### config.mk
export PLATFORM = sky130hd
export DESIGN_NAME = matrix_multiplier
export DESIGN_NICKNAME = d
export VERILOG_FILES = /design/src/rtl/matrix_multiplier.sv
export SDC_FILE = /design/constraint.sdc
export NUM_CORES = 2
export LEC_CHECK = 0
export CORE_ASPECT_RATIO = 0.8
export CORE_MARGIN = 5
export CORE_UTILIZATION = 40
export CTS_CLUSTER_DIAMETER = 50
export DETAILED_ROUTE_END_ITERATION = 10
export GPL_TIMING_DRIVEN = 1
export PLACE_DENSITY = 0.65
export RECOVER_POWER = 50
export SLEW_MARGIN = 10
export SYNTH_ARGS = -nofsm -noshare
export SYNTH_HDL_FRONTEND = slang
export SYNTH_SLANG_ARGS = --single-unit
### constraint.sdc
create_clock -name clk -period 14.9 [get_ports clk]
set_input_delay 2.235 -clock clk [delete_from_list [all_inputs] [get_ports clk]]
set_output_delay 2.235 -clock clk [all_outputs]
set_load 0.02 [all_outputs]
### src/rtl/matrix_multiplier.sv
// 2x2 complex fixed-point matrix multiplier, result = A x B.
// One complex MAC unit (4 real multipliers) walks the 8 partial products in
// 8 CALC cycles: elements (0,0),(0,1),(1,0),(1,1), each with k=0 then k=1.
//
// Optional build macro: MATRIX_MULTIPLIER_SAT_EN
//   defined   -> rounded elements saturate and overflow reports any clamp
//   undefined -> rounded elements wrap to NUMERIC_BITS and overflow is tied 0
//
// Ports:
//   clk             rising-edge clock
//   reset           asynchronous active-low reset
//   mtx_a, mtx_b    operands, indexed [row][col][part], part 0 = re, 1 = im
//   ready           request a multiply (sampled only in IDLE)
//   busy            high in CALC and DONE
//   multiplier_done one-cycle pulse when a new result is presented
//   result          product, held until the next completion
//   overflow        any component of the last result saturated
module matrix_multiplier #(
  parameter int unsigned NUMERIC_BITS = 18,
  parameter int unsigned FRAC_BITS    = 16
) (
  input  logic                                    clk,
  input  logic                                    reset,
  input  logic [1:0][1:0][1:0][NUMERIC_BITS-1:0]  mtx_a,
  input  logic [1:0][1:0][1:0][NUMERIC_BITS-1:0]  mtx_b,
  input  logic                                    ready,
  output logic                                    busy,
  output logic                                    multiplier_done,
  output logic [1:0][1:0][1:0][NUMERIC_BITS-1:0]  result,
  output logic                                    overflow
);

  localparam int unsigned PROD_W = 2 * NUMERIC_BITS;
  localparam int unsigned ACC_W  = 2 * NUMERIC_BITS + 2;
  localparam logic signed [ACC_W-1:0] RND = ACC_W'(1) << (FRAC_BITS - 1);

`ifdef MATRIX_MULTIPLIER_SAT_EN
  localparam logic signed [ACC_W-1:0] SAT_MAX = (ACC_W'(1) << (NUMERIC_BITS - 1)) - ACC_W'(1);
  localparam logic signed [ACC_W-1:0] SAT_MIN = -(ACC_W'(1) << (NUMERIC_BITS - 1));
`endif

  typedef enum logic [1:0] {
    IDLE = 2'd0,
    CALC = 2'd1,
    DONE = 2'd2
  } state_t;

  state_t state;
  state_t next_state;

  logic [1:0][1:0][1:0][NUMERIC_BITS-1:0] a_q;
  logic [1:0][1:0][1:0][NUMERIC_BITS-1:0] b_q;
  logic [1:0][1:0][1:0][NUMERIC_BITS-1:0] staging;
  logic [1:0][1:0][1:0][NUMERIC_BITS-1:0] next_staging;

  logic [2:0]              cnt;
  logic signed [ACC_W-1:0] acc_re;
  logic signed [ACC_W-1:0] acc_im;

  // Step decode: cnt = {row, col, k}
  logic row;
  logic col;
  logic kk;
  assign row = cnt[2];
  assign col = cnt[1];
  assign kk  = cnt[0];

  // Operand selection for A[row][k] x B[k][col]
  logic signed [NUMERIC_BITS-1:0] ar;
  logic signed [NUMERIC_BITS-1:0] ai;
  logic signed [NUMERIC_BITS-1:0] br;
  logic signed [NUMERIC_BITS-1:0] bi;
  assign ar = a_q[row][kk][0];
  assign ai = a_q[row][kk][1];
  assign br = b_q[kk][col][0];
  assign bi = b_q[kk][col][1];

  // Complex MAC: four real multipliers
  logic signed [PROD_W-1:0] p_rr;
  logic signed [PROD_W-1:0] p_ii;
  logic signed [PROD_W-1:0] p_ri;
  logic signed [PROD_W-1:0] p_ir;
  assign p_rr = PROD_W'(ar) * PROD_W'(br);
  assign p_ii = PROD_W'(ai) * PROD_W'(bi);
  assign p_ri = PROD_W'(ar) * PROD_W'(bi);
  assign p_ir = PROD_W'(ai) * PROD_W'(br);

  logic signed [ACC_W-1:0] sum_re;
  logic signed [ACC_W-1:0] sum_im;
  assign sum_re = acc_re + (ACC_W'(p_rr) - ACC_W'(p_ii));
  assign sum_im = acc_im + (ACC_W'(p_ri) + ACC_W'(p_ir));

  // Round half up, then drop the fractional bits of the product scaling
  logic signed [ACC_W-1:0] shift_re;
  logic signed [ACC_W-1:0] shift_im;
  assign shift_re = (sum_re + RND) >>> FRAC_BITS;
  assign shift_im = (sum_im + RND) >>> FRAC_BITS;

  logic [NUMERIC_BITS-1:0] re_val;
  logic [NUMERIC_BITS-1:0] im_val;

`ifdef MATRIX_MULTIPLIER_SAT_EN
  logic clamp;
  logic sticky;
`endif

  // Element narrowing and staging update on the k=1 step
  always_comb begin
    next_staging = staging;
    re_val       = NUMERIC_BITS'(shift_re);
    im_val       = NUMERIC_BITS'(shift_im);
`ifdef MATRIX_MULTIPLIER_SAT_EN
    clamp = 1'b0;
    if (shift_re > SAT_MAX) begin
      re_val = NUMERIC_BITS'(SAT_MAX);
      clamp  = 1'b1;
    end else if (shift_re < SAT_MIN) begin
      re_val = NUMERIC_BITS'(SAT_MIN);
      clamp  = 1'b1;
    end
    if (shift_im > SAT_MAX) begin
      im_val = NUMERIC_BITS'(SAT_MAX);
      clamp  = 1'b1;
    end else if (shift_im < SAT_MIN) begin
      im_val = NUMERIC_BITS'(SAT_MIN);
      clamp  = 1'b1;
    end
    // Only a completed element may contribute to the overflow flag
    if (!kk) begin
      clamp = 1'b0;
    end
`endif
    if (kk) begin
      next_staging[row][col][0] = re_val;
      next_staging[row][col][1] = im_val;
    end
  end

  // State register
  always_ff @(posedge clk or negedge reset) begin
    if (!reset) begin
      state <= IDLE;
    end else begin
      state <= next_state;
    end
  end

  // Next-state logic
  always_comb begin
    next_state = state;
    case (state)
      IDLE:    if (ready) next_state = CALC;
      CALC:    if (cnt == 3'd7) next_state = DONE;
      DONE:    next_state = IDLE;
      default: next_state = IDLE;
    endcase
  end

  // Registered status outputs, derived from the upcoming state
  always_ff @(posedge clk or negedge reset) begin
    if (!reset) begin
      busy            <= 1'b0;
      multiplier_done <= 1'b0;
    end else begin
      busy            <= (next_state != IDLE);
      multiplier_done <= (next_state == DONE);
    end
  end

  // Datapath: operand capture, accumulation, staging and result update
  always_ff @(posedge clk or negedge reset) begin
    if (!reset) begin
      a_q     <= '0;
      b_q     <= '0;
      staging <= '0;
      result  <= '0;
      cnt     <= 3'd0;
      acc_re  <= '0;
      acc_im  <= '0;
`ifdef MATRIX_MULTIPLIER_SAT_EN
      sticky   <= 1'b0;
      overflow <= 1'b0;
`endif
    end else begin
      case (state)
        IDLE: begin
          if (ready) begin
            a_q    <= mtx_a;
            b_q    <= mtx_b;
            cnt    <= 3'd0;
            acc_re <= '0;
            acc_im <= '0;
`ifdef MATRIX_MULTIPLIER_SAT_EN
            sticky <= 1'b0;
`endif
          end
        end
        CALC: begin
          cnt     <= cnt + 3'd1;
          staging <= next_staging;
          if (kk) begin
            acc_re <= '0;
            acc_im <= '0;
          end else begin
            acc_re <= sum_re;
            acc_im <= sum_im;
          end
`ifdef MATRIX_MULTIPLIER_SAT_EN
          sticky <= sticky | clamp;
`endif
          // Last step: the final element goes straight into result with staging
          if (cnt == 3'd7) begin
            result <= next_staging;
`ifdef MATRIX_MULTIPLIER_SAT_EN
            overflow <= sticky | clamp;
`endif
          end
        end
        default: begin
        end
      endcase
    end
  end

`ifndef MATRIX_MULTIPLIER_SAT_EN
  assign overflow = 1'b0;
`endif

endmodule

==> impl_metrics.yaml <==
cts:
  clock_path_buffers: 3
  post-cts-setup-buffers: 0
  tritoncts: "done"
  cts_root_buffer: "clkbuf_16"
  clk_latency_ns: 0.73
  clock_sinks: 651
  ctsResizeCount: 0
  cts_made_buffers: 82
  h-tree-depth: 3
  path_clk_slew_ns: 0.06
  ctsHoldBuffers: 0
grt:
  grt.total_usage: 0.274
  grt_antenna_before_repair: 21
  grtUsageMet3: 0.108
  busiest_layer: "met2"
  grt_start_max_net_pins: 166
  grt_use_met2: 0.397
  grt_pass1_vias: 61900
  gr-total-overflow: 0
  grt_pass1_wl_um: 409000
  use_met1: 0.376
synthesis:
  syn_avg_cell_area_sq_um: 9.83
  syn-cell-area_sq_mm: 0.0765
  synth_flop_cell: "dfrtp_1"
  synth_edf_count: 0
  syn_inst: 7790
  synth-async-reset-ratio: 1.00
  ys_seq_elements: 651
  yosys_warnings: 0
  synth.net_count: 9862
  synth_cell_type_count: 87
  synth_seq_area_share: 0.213
finish:
  layout_commonest_cell: "inv_1"
  nets: 10100
  final_core_util: 0.456
  fillers: 17800
  area_growth_pct: 13.3
  drive_gt1_frac: 0.0888
  mostFrequentLayoutCells: "inv_1 (1541), fa_1 (1444), nand2_1 (1131), dfrtp_1 (648), nor2_1 (593)"
die:
  initial_core_util: 0.402
  row_count: 143
  io_pins: 438
  die_w_um: 499
  core_sq_mm: 0.190
  die-area_sq_mm: 0.200
  die_h_um: 401
worst_setup_path:
  crit_arrival_ns: 12.12
  slowest_delay_ns: 1.15
  crit_type: "reg2reg"
  slowest_stage: "o21ai_1"
  cp-start-kind: "flip-flop"
  crit_top_cell: "fa_1"
  crit_path_end_kind: "flip-flop"
  required_ns: 15.45
  critPathMaxFanout: 63
timing:
  rsz0062_at_grt: "false"
  slew_headroom: -3.51
  fin_crit_ns: 11.57
  worst_slew_pin_slew_ns: 6.76
  fmax_mhz: 86.4
  drv_slew: 626
  tns_ns: 0
  hold_violations: 0
  skew_ns: 0.0670
  setup-violations-final: 0
  fin_crit_sh: 0.777
hold_path:
  worst_hold_path_type: "reg2reg"
drt:
  drc: 0
  drt_pass1_iterations: 6
  vias: 58100
  avgRoutedWirePerCell_um: 25.7
  routed_via_density: 5.46
  wl_um: 274000
  ant_nets: 0
  drt_iter0_markers: 5973
outcome:
  violations: "max-capacitance violations, max-slew violations"
  outcome: "finished with violations"
job:
  maxCapViolCount: 9
placement:
  gp_congestion: 0.972
  portBuffers: 436
  dpl.hpwl_um: 211000
-- logic make-up (layout without fill, tap and decap cells) --
kind of cell,count (synthesis),in the layout,synth area share
compound gates,829,829,0.0679
xor+xnor,152,152,0.0177
fa+ha+maj,1781,1781,0.433
buf+inv,1949,2263,0.0958
flops,651,651,0.213
mux,459,459,0.0674
other cells,1,18,0.0000490
simple gates,1968,1968,0.106
-- routing by layer --
layer	vias up	wire length, um
met2	3413	115000
li1	24200	-
met1	29900	111000
met4	8	10800
met3	638	37900
met5	-	49
-- through the flow --
stage / setup WS, ns / hold WS (ns) / instances / cell area (sq um)
5_1_grt: 2.25 / 0.498 / 10700 / 86700
2_1_floorplan: 4.74 / 0.445 / 7790 / 76500
6_report: 3.33 / 0.475 / 10700 / 86700
3_5_place_dp: 3.74 / 0.466 / 10500 / 83900
3_3_place_gp: 3.75 / 0.456 / 10500 / 83900
4_1_cts: 3.72 / 0.480 / 10600 / 86700
-- worst paths after layout --
kind / from / end / slack (ns) / cells past startpoint
max: cnt[1] / staging[136] / 3.33 / 29
min: staging[23] / staging[23] / 0.47 / 2
max reg2reg: cnt[1] / staging[136] / 3.33 / 29
min reg2reg: staging[23] / staging[23] / 0.47 / 2
max in group asynchronous: reset / acc_im[25] / 4.13 / 2
min in group asynchronous: reset / result[120] / 4.04 / 1
-- flip-flops by register name (all words and copies together), names as in the netlist --
register and flops:
staging 144, acc_im 34, result 144, cnt 3, busy 1, state 2, multiplier_done 1, a_q 144
b_q 144, acc_re 34
-- cells in the mapped netlist, types with 3 or more instances --
library cell	instances	area [sq um]
a221oi_1	3	26.3
nor3b_1	3	22.5
o21ai_0	344	1720
nand2_1	1136	4260
nand2b_1	31	194
buf_2	8	40.0
fa_1	1444	28900
nor3_1	39	195
nor4_2	4	50.1
buf_1	36	135
or2_2	6	37.5
a22o_1	28	245
a22oi_1	49	368
xnor2_1	107	937
or3_1	12	75.1
clkbuf_1	362	1360
o211a_1	5	50.1
and4_1	3	26.3
mux4_2	10	225
o31ai_1	11	82.6
and2_1	44	275
nor4_1	6	37.5
a211o_1	4	35.0
mux2_2	354	3990
ha_1	337	4220
a221o_1	3	30.0
inv_1	1541	5780
and3_1	12	75.1
a211oi_1	26	195
o21bai_1	5	37.5
o21a_1	73	548
xor2_1	43	377
o22ai_1	8	50.1
a21o_1	59	443
o31a_1	5	43.8
nor2_1	596	2240
mux2i_1	95	951
o21ai_1	48	240
nand4_1	15	93.8
dfrtp_1	651	16300
a31oi_1	15	93.8
a21oi_1	95	475
nor2b_1	13	81.3
o211ai_1	11	82.6
nand3_1	29	145
-- critical path: cells and delay by family (launching register included) --
family,cells,cell delay (ns)
buffers and inverters,7,0.71
AO/OA/AOI/OAI,7,3.48
XOR/XNOR,1,0.77
multiplexers,1,0.42
flip-flops,1,0.61
adder cells (fa/ha/maj),9,4.66
AND/OR/NAND/NOR,4,0.66
-- layout make-up --
| class | instances | area (sq um) | area share |
|---|---|---|---|
| repair buffers | 577 | 5470 | 0.0631 |
| inverters | 1541 | 5780 | 0.0667 |
| clock inverters | 38 | 508 | 0.00586 |
| multi-input cells | 5190 | 53100 | 0.613 |
| well taps | 2537 | 3170 | 0.0366 |
| clock buffers | 107 | 2290 | 0.0264 |
| flip-flops and latches | 651 | 16300 | 0.188 |
| diodes | 17 | 42.5 | 0.000491 |
Power is left out: the tool's default activity adds up to more than one toggle a clock period on the data nets, which glitch-free logic cannot reach.
